<file path="config.mk">
export PLATFORM = sky130hd
export DESIGN_NAME = jtcps1_gfx_rom_xlat
export DESIGN_NICKNAME = d
export VERILOG_FILES = /design/src/rtl/jtcps1_gfx_rom_xlat.sv
export SDC_FILE = /design/constraint.sdc
export NUM_CORES = 1
export LEC_CHECK = 0
export ABC_CLOCK_PERIOD_IN_PS = 5000
export CAP_MARGIN = 20
export CORE_MARGIN = 2
export CORE_UTILIZATION = 47
export CTS_CLUSTER_DIAMETER = 50
export DETAILED_ROUTE_END_ITERATION = 7
export PLACE_DENSITY = 0.8
export SETUP_SLACK_MARGIN = 0.4
export SLEW_MARGIN = 20
export SYNTH_ARGS = -nofsm -noshare
export SYNTH_HDL_FRONTEND = slang
export SYNTH_SLANG_ARGS = --single-unit
</file>
<file path="constraint.sdc">
create_clock -name clk -period 5 [get_ports clk]
set_clock_uncertainty 0.15 [all_clocks]
set_input_delay 1 -clock clk [delete_from_list [all_inputs] [get_ports clk]]
set_output_delay 1 -clock clk [all_outputs]
set_load 0.02 [all_outputs]
</file>
<file path="src/rtl/jtcps1_gfx_rom_xlat.sv">
// CPS1 graphics ROM address translator: maps linear layer addresses
// through the board PAL bank mapper, with a one-entry mapping cache.
module jtcps1_gfx_rom_xlat #(
   parameter int DW = 32
) (
   input  logic          clk,
   input  logic          rst,
   input  logic          flush,
   input  logic          req,
   input  logic [2:0]    layer,
   input  logic [19:0]   addr,
   output logic [DW-1:0] data,
   output logic          ok,
   output logic          map_en,
   output logic [2:0]    map_layer,
   output logic [9:0]    map_cin,
   input  logic [3:0]    map_offset,
   input  logic [3:0]    map_mask,
   output logic [19:0]   rom_addr,
   output logic          rom_cs,
   input  logic          rom_ok,
   input  logic [DW-1:0] rom_data
);

   typedef enum logic [2:0] {
      IDLE,
      MAP,
      LOOK,
      READ,
      DONE
   } state_t;

   state_t        state_q, state_d;
   logic          first_q, first_d;
   logic [DW-1:0] data_q, data_d;
   logic          ok_q, ok_d;
   logic          map_en_q, map_en_d;
   logic [2:0]    map_layer_q, map_layer_d;
   logic [9:0]    map_cin_q, map_cin_d;
   logic [19:0]   rom_addr_q, rom_addr_d;
   logic          rom_cs_q, rom_cs_d;
   logic [15:0]   lo_q, lo_d;
   logic          vld_q, vld_d;
   logic [2:0]    c_layer_q, c_layer_d;
   logic [9:0]    c_tag_q, c_tag_d;
   logic [3:0]    c_off_q, c_off_d;
   logic [3:0]    c_mask_q, c_mask_d;
   logic          hit;

   assign hit = vld_q && (c_layer_q == layer) && (c_tag_q == addr[19:10]);

   always_comb begin
      state_d     = state_q;
      first_d     = first_q;
      data_d      = data_q;
      ok_d        = ok_q;
      map_en_d    = map_en_q;
      map_layer_d = map_layer_q;
      map_cin_d   = map_cin_q;
      rom_addr_d  = rom_addr_q;
      rom_cs_d    = rom_cs_q;
      lo_d        = lo_q;
      vld_d       = vld_q;
      c_layer_d   = c_layer_q;
      c_tag_d     = c_tag_q;
      c_off_d     = c_off_q;
      c_mask_d    = c_mask_q;
      unique case (state_q)
         IDLE: begin
            if (req) begin
               lo_d = addr[15:0];
               if (hit) begin
                  rom_addr_d = {(addr[19:16] & c_mask_q) | c_off_q,
                                addr[15:0]};
                  rom_cs_d   = 1'b1;
                  first_d    = 1'b1;
                  state_d    = READ;
               end else begin
                  map_en_d    = 1'b1;
                  map_layer_d = layer;
                  map_cin_d   = addr[19:10];
                  state_d     = MAP;
               end
            end
         end
         MAP: begin
            map_en_d = 1'b0;
            state_d  = LOOK;
         end
         LOOK: begin
            vld_d      = 1'b1;
            c_layer_d  = map_layer_q;
            c_tag_d    = map_cin_q;
            c_off_d    = map_offset;
            c_mask_d   = map_mask;
            rom_addr_d = {(map_cin_q[9:6] & map_mask) | map_offset, lo_q};
            rom_cs_d   = 1'b1;
            first_d    = 1'b1;
            state_d    = READ;
         end
         READ: begin
            // first cycle may still see the previous access's ok
            first_d = 1'b0;
            if (!first_q && rom_ok) begin
               data_d   = rom_data;
               ok_d     = 1'b1;
               rom_cs_d = 1'b0;
               state_d  = DONE;
            end
         end
         DONE: begin
            ok_d    = 1'b0;
            state_d = IDLE;
         end
         default: state_d = IDLE;
      endcase
      if (flush) vld_d = 1'b0;
   end

   always_ff @(posedge clk or posedge rst) begin
      if (rst) begin
         state_q     <= IDLE;
         first_q     <= 1'b0;
         data_q      <= '0;
         ok_q        <= 1'b0;
         map_en_q    <= 1'b0;
         map_layer_q <= '0;
         map_cin_q   <= '0;
         rom_addr_q  <= '0;
         rom_cs_q    <= 1'b0;
         lo_q        <= '0;
         vld_q       <= 1'b0;
         c_layer_q   <= '0;
         c_tag_q     <= '0;
         c_off_q     <= '0;
         c_mask_q    <= '0;
      end else begin
         state_q     <= state_d;
         first_q     <= first_d;
         data_q      <= data_d;
         ok_q        <= ok_d;
         map_en_q    <= map_en_d;
         map_layer_q <= map_layer_d;
         map_cin_q   <= map_cin_d;
         rom_addr_q  <= rom_addr_d;
         rom_cs_q    <= rom_cs_d;
         lo_q        <= lo_d;
         vld_q       <= vld_d;
         c_layer_q   <= c_layer_d;
         c_tag_q     <= c_tag_d;
         c_off_q     <= c_off_d;
         c_mask_q    <= c_mask_d;
      end
   end

   assign data      = data_q;
   assign ok        = ok_q;
   assign map_en    = map_en_q;
   assign map_layer = map_layer_q;
   assign map_cin   = map_cin_q;
   assign rom_addr  = rom_addr_q;
   assign rom_cs    = rom_cs_q;

endmodule

</file>
==> results.cfg, run 1 <==
[cells_and_area]
instances_no_fill = 579
antenna_cells = 0
seq_area_sq_um = 2750
final_core_util_pct = 64.9
nNetsFinal = 509
most-common-layout-cells = clkdlybuf4s50_1 (135), dfrtp_1 (110), mux2_2 (109)
fillers = 745
area_growth_pct = 35.7
fin_area_sq_um = 6260
multiInputGateArea_sq_um = 1750
final_common_cell = clkdlybuf4s50_1
drive_above_1_share_pct = 32.7

[timing]
slew_headroom_pct = 39.5
whs_ps = 330
final.min_clock_period_ps = 3190
layout_setup_ws_ps = 1810
setup_viol = 0
period_share_pct = 63.9
hold_violations = 0
rsz0062_at_grt = false
fmax_mhz = 313
drv_slew = 0
fin_setup_tns_ps = 0
tightest_slew_ps = 903

[die]
die_y_um = 103
start_util_pct = 47.8
ios = 136
chipWidth_um = 103
fp-row-count = 36
dieArea_sq_um = 10600
core_area_sq_um = 9640

[synthesis]
syn-num-nets = 371
syn_area_per_cell_sq_um = 15.2
syn_inst = 303
synth-seq-area-share_pct = 59.7
synth_cell_type_count = 25
synth_seq_cells = 110
synth_area_sq_um = 4610
synth-warning-count = 0

[global_routing]
grt_pass1_vias = 3116
grt_use_total_pct = 19.0
grt_max_degree = 49
antenna_found_initial = 0
overflow = 0
grt_pass1_wl_mm = 15.3

[worst_setup_path]
worst_setup_path_start_kind = input pin
worstSetupPathType = in2reg
worst-path-max-fanout = 17
end_kind = flip-flop
worst_ep_required_time_ps = 5110
worst_ep_arrival_time_ps = 3300
r2r_cells = 6

[cts]
cts_tree = done
post_cts_resized = 0
cts_root_buf = clkbuf_8
clkLatencyLatePin_ps = 370
hold_buffers = 0
path_clk_slew_ps = 100
cts_max_path_buffers = 2
post_cts_buffers = 0
numCtsBuffers = 9
cts.sink_count = 110
htreeDepth = 3

[placement]
port_buffers = 135
gp_congestion = 0.798
place_area_sq_um = 6080
dp_cells = 563
dpl.hpwl_mm = 7.04
pre_cts_slack_ps = 1400

[pwr]
ir_drop_mv = 0.366
power.density_nw_per_um2 = 669
p_leak_nw = 2.57
finalPower_mw = 4.18

[route]
drtIter0Drc = 80
wire_per_inst_um = 16.6
wl_mm = 9.61
viasPerCell = 5.00
vias = 2896
drcViolationCount = 0
first_pass_iters = 3
ant_nets = 0

[run]
max_cap_violations = 0

[status]
outcome = finished clean

[worst_hold_path]
whs_path_depth = 2
hp-class = reg2reg
==> worst max-delay path, stage by stage <==
cell,delay (ps)
clkdlybuf4s50_1,470
nor2b_1,220
and2_1,150
buf_4,240
nor2b_2,780
mux2_2,420
==> cells by family after synthesis <==
logic type / share of synthesized area, %
DFF: 59.7
xor gates and xnor gates: 2.47
muxes: 29.6
AOI/OAI and AO/OA: 2.80
buffers and inverters: 2.47
and+or+nand+nor: 2.99
==> sequential cells by signal (all words and copies together) (netlist names) <==
signal / cells
data: 32
vld_q: 1
state_q: 3
c_off_q: 4
ok: 1
lo_q: 16
map_layer: 3
map_en: 1
c_mask_q: 4
rom_addr: 20
c_tag_q: 10
c_layer_q: 3
first_q: 1
map_cin: 10
rom_cs: 1
==> path summary, 6_finish.rpt <==
| kind | slack, ps | start | endpoint |
|---|---|---|---|
| max in group asynchronous | 3000 | rst | vld_q |
| min in group asynchronous | 870 | rst | data[2] |
| min | 330 | first_q | first_q |
| max reg2reg | 2390 | state_q[2] | rom_addr[4] |
| max | 1810 | req | map_layer[2] |
| min reg2reg | 330 | first_q | first_q |
==> layer usage <==
| metal | part of all wire, % | vias up | global-route usage, % |
|---|---|---|---|
| li1 | - | 1342 | - |
| met1 | 42 | 1441 | 23.9 |
| met2 | 47 | 101 | 29.9 |
| met3 | 9.5 | 12 | 8.07 |
| met4 | 1.4 | 0 | 6.48 |
| met5 | 0 | - | 0 |
==> Yosys cell counts, drive strengths merged <==
master	n	area share, %
nor2	9	0.73
dfrtp	110	60
a211oi	5	0.81
nand2	6	0.49
nand4	3	0.41
nand3b	1	0.16
a21oi	12	1.4
xnor2	13	2.5
a2bb2oi	1	0.19
inv	2	0.16
o21ai	1	0.11
nand2b	1	0.14
buf	13	2.0
nor4	1	0.46
o22ai	1	0.14
nor2b	3	0.46
and2	1	0.14
clkbuf	1	0.30
o211ai	1	0.16
mux2	118	30
==> final cells by class <==
class,instances,share of cell area [%]
multi-input cells,177,28.0
repair buffers,141,22.3
inverters,2,0.160
clock buffers,9,1.98
well taps,133,2.66
clock inverters,7,0.880
flip-flops and latches,110,44.0
==> report_power, final <==
group	internal, mW	total, mW	switching [mW]
registers	1.35	1.62	0.275
clock network	0.189	0.500	0.311
logic	1.17	2.06	0.899
Note: power is estimated with default switching activity, not from simulation.
==> inputs of run 2 (changes only) <==
--- a/config.mk
+++ b/config.mk
@@ -5,13 +5,13 @@
 export SDC_FILE = /design/constraint.sdc
 export NUM_CORES = 1
 export LEC_CHECK = 0
-export ABC_CLOCK_PERIOD_IN_PS = 5000
+export ABC_CLOCK_PERIOD_IN_PS = 2700
 export CAP_MARGIN = 20
 export CORE_MARGIN = 2
-export CORE_UTILIZATION = 47
+export CORE_UTILIZATION = 43
 export CTS_CLUSTER_DIAMETER = 50
 export DETAILED_ROUTE_END_ITERATION = 7
-export PLACE_DENSITY = 0.8
+export PLACE_DENSITY = 0.77
 export SETUP_SLACK_MARGIN = 0.4
 export SLEW_MARGIN = 20
 export SYNTH_ARGS = -nofsm -noshare
==> constraint.sdc (replaced) <==
create_clock -name clk -period 2.7 [get_ports clk]
set_clock_uncertainty 0.15 [all_clocks]
set_input_delay 0.54 -clock clk [delete_from_list [all_inputs] [get_ports clk]]
set_output_delay 0.54 -clock clk [all_outputs]
set_load 0.02 [all_outputs]
==> run 2 against run 1 <==
  * Cell count rose by 3.8%
  * Utilization decreased by 2.0 points
  * Total power rose by 90%
  * Global-route usage down 0.74 points
  * Flip-flop and latch count unchanged
  * Sequential share of layout area down 1.8 points
  * Sequential power grew 86%
  * Clock power up 89%
  * Non-clock buffer count increased by 19
  * Hold slack better by 5.8 ps
  * Final area increased by 4.2%
  * Die area up 8.9%
==> results.cfg, run 2 (synthesis gave the netlist of run 1 again) <==
[pwr]
p_comb_share_pct = 50.2
p_leak_nw = 2.78
pwr-share-seq_pct = 37.9
finalPower_mw = 7.95
p_sw_share_pct = 35.4
switchingPower_mw = 2.82
power.density_nw_per_um2 = 1220
p_int_mw = 5.13
ir_drop_mv = 0.676
p_clk_share_pct = 11.9

[cells_and_area]
nNetsFinal = 528
largest_register_ffs = 32
instances_no_fill = 601
most-common-layout-cells = clkdlybuf4s50_1 (124), dfrtp_1 (110), mux2_2 (109)
final_common_cell = clkdlybuf4s50_1
area_growth_pct = 41.4
final_core_util_pct = 62.9
antenna_cells = 0
fin_area_sq_um = 6520
drive_above_1_share_pct = 36.1

[cts]
cts_root_buf = clkbuf_8
cts.sink_count = 110
cts_tree = done
htreeDepth = 3
clkLatencyLatePin_ps = 370
cts_max_path_buffers = 2
numCtsBuffers = 9
path_clk_slew_ps = 100
hold_buffers = 0

[placement]
gp_congestion = 0.772
dp_cells = 583
pre_cts_slack_ps = -127
place_area_sq_um = 6260
port_buffers = 135
dpl.hpwl_mm = 7.43

[timing]
rsz0062_at_grt = false
layout_setup_ws_ps = 472
slew_headroom_pct = 60.3
hold_violations = 0
whs_ps = 335
setup_viol = 0
drv_slew = 0
period_share_pct = 82.5
fmax_mhz = 449
tightest_slew_ps = 594
fin_setup_tns_ps = 0
final.min_clock_period_ps = 2230

[route]
routed.top_layer = met4
ant_nets = 0
viasPerCell = 5.06
wl_mm = 9.98
vias = 3043
drcViolationCount = 0
drt-met1-wl_mm = 4.13
drtIter0Drc = 86
wl_met3_mm = 1.00
first_pass_iters = 4
wire_per_inst_um = 16.6
wl_met2_mm = 4.64

[worst_setup_path]
worst-path-max-fanout = 14
worst_setup_path_start_kind = input pin
end_kind = flip-flop
worstSetupPathType = in2reg
worst_ep_arrival_time_ps = 2330
worst_ep_required_time_ps = 2800

[global_routing]
grt_pass1_vias = 3358
grt_max_degree = 32
grt_pass1_wl_mm = 16.4
grt_use_total_pct = 18.3
antenna_found_initial = 0
overflow = 0

[die]
dieArea_sq_um = 11600
core_area_sq_um = 10400
fp-row-count = 37
ios = 136
start_util_pct = 44.4
chipWidth_um = 108
die_y_um = 108

[run]
max_cap_violations = 0

[worst_hold_path]
hp-class = reg2reg

[status]
outcome = finished clean
-- run 2: critical path, stage by stage --
cell and delay (ps):
clkdlybuf4s50_1 460, xnor2_1 150, nand4_1 150, nor4_4 50
buf_4 140, nor2b_4 440, mux2_2 390
-- run 2: cell type report --
cell class | instances | area, sq um
Fill cell | 833 | 3850
Sequential cell | 110 | 2750
Multi-Input combinational cell | 177 | 1780
Timing Repair Buffer | 160 | 1620
Tap cell | 136 | 170
Clock buffer | 9 | 124
Clock inverter | 7 | 65.1
Inverter | 2 | 11.3
-- run 2: repair_timing --
item	CTS	global route
pin swaps	3	4
endpoints found under the setup margin	33	24
buffers inserted	2	0
gates resized for setup	6	12
-- run 2: power by group through the flow --
stage	logic (mW)	registers, mW	clock network, mW
after floorplan	1.79	3.56	0
after global placement	3.92	2.99	0
after detailed placement	3.99	3.04	0
after CTS	4.02	3.02	0.980
after global routing	4.26	3.13	1.05
final	3.99	3.01	0.946
-- run 2: worst paths after layout --
check / from / end / slack [ps] / cells past startpoint
setup / recovery: layer[2] / map_layer[2] / 470 / 7
hold / removal: first_q / first_q / 340 / 2
setup reg to reg: state_q[2] / rom_addr[11] / 550 / 5
hold reg to reg: first_q / first_q / 340 / 2
max in group asynchronous: rst / data[31] / 1330 / 3
min in group asynchronous: rst / c_off_q[3] / 430 / 2
-- run 2: per-layer routing --
metal  vias up  track usage, %
met5         -               0
met1      1516            23.2
met2       126            28.9
met3        16            6.36
li1       1385               -
met4         0            7.05
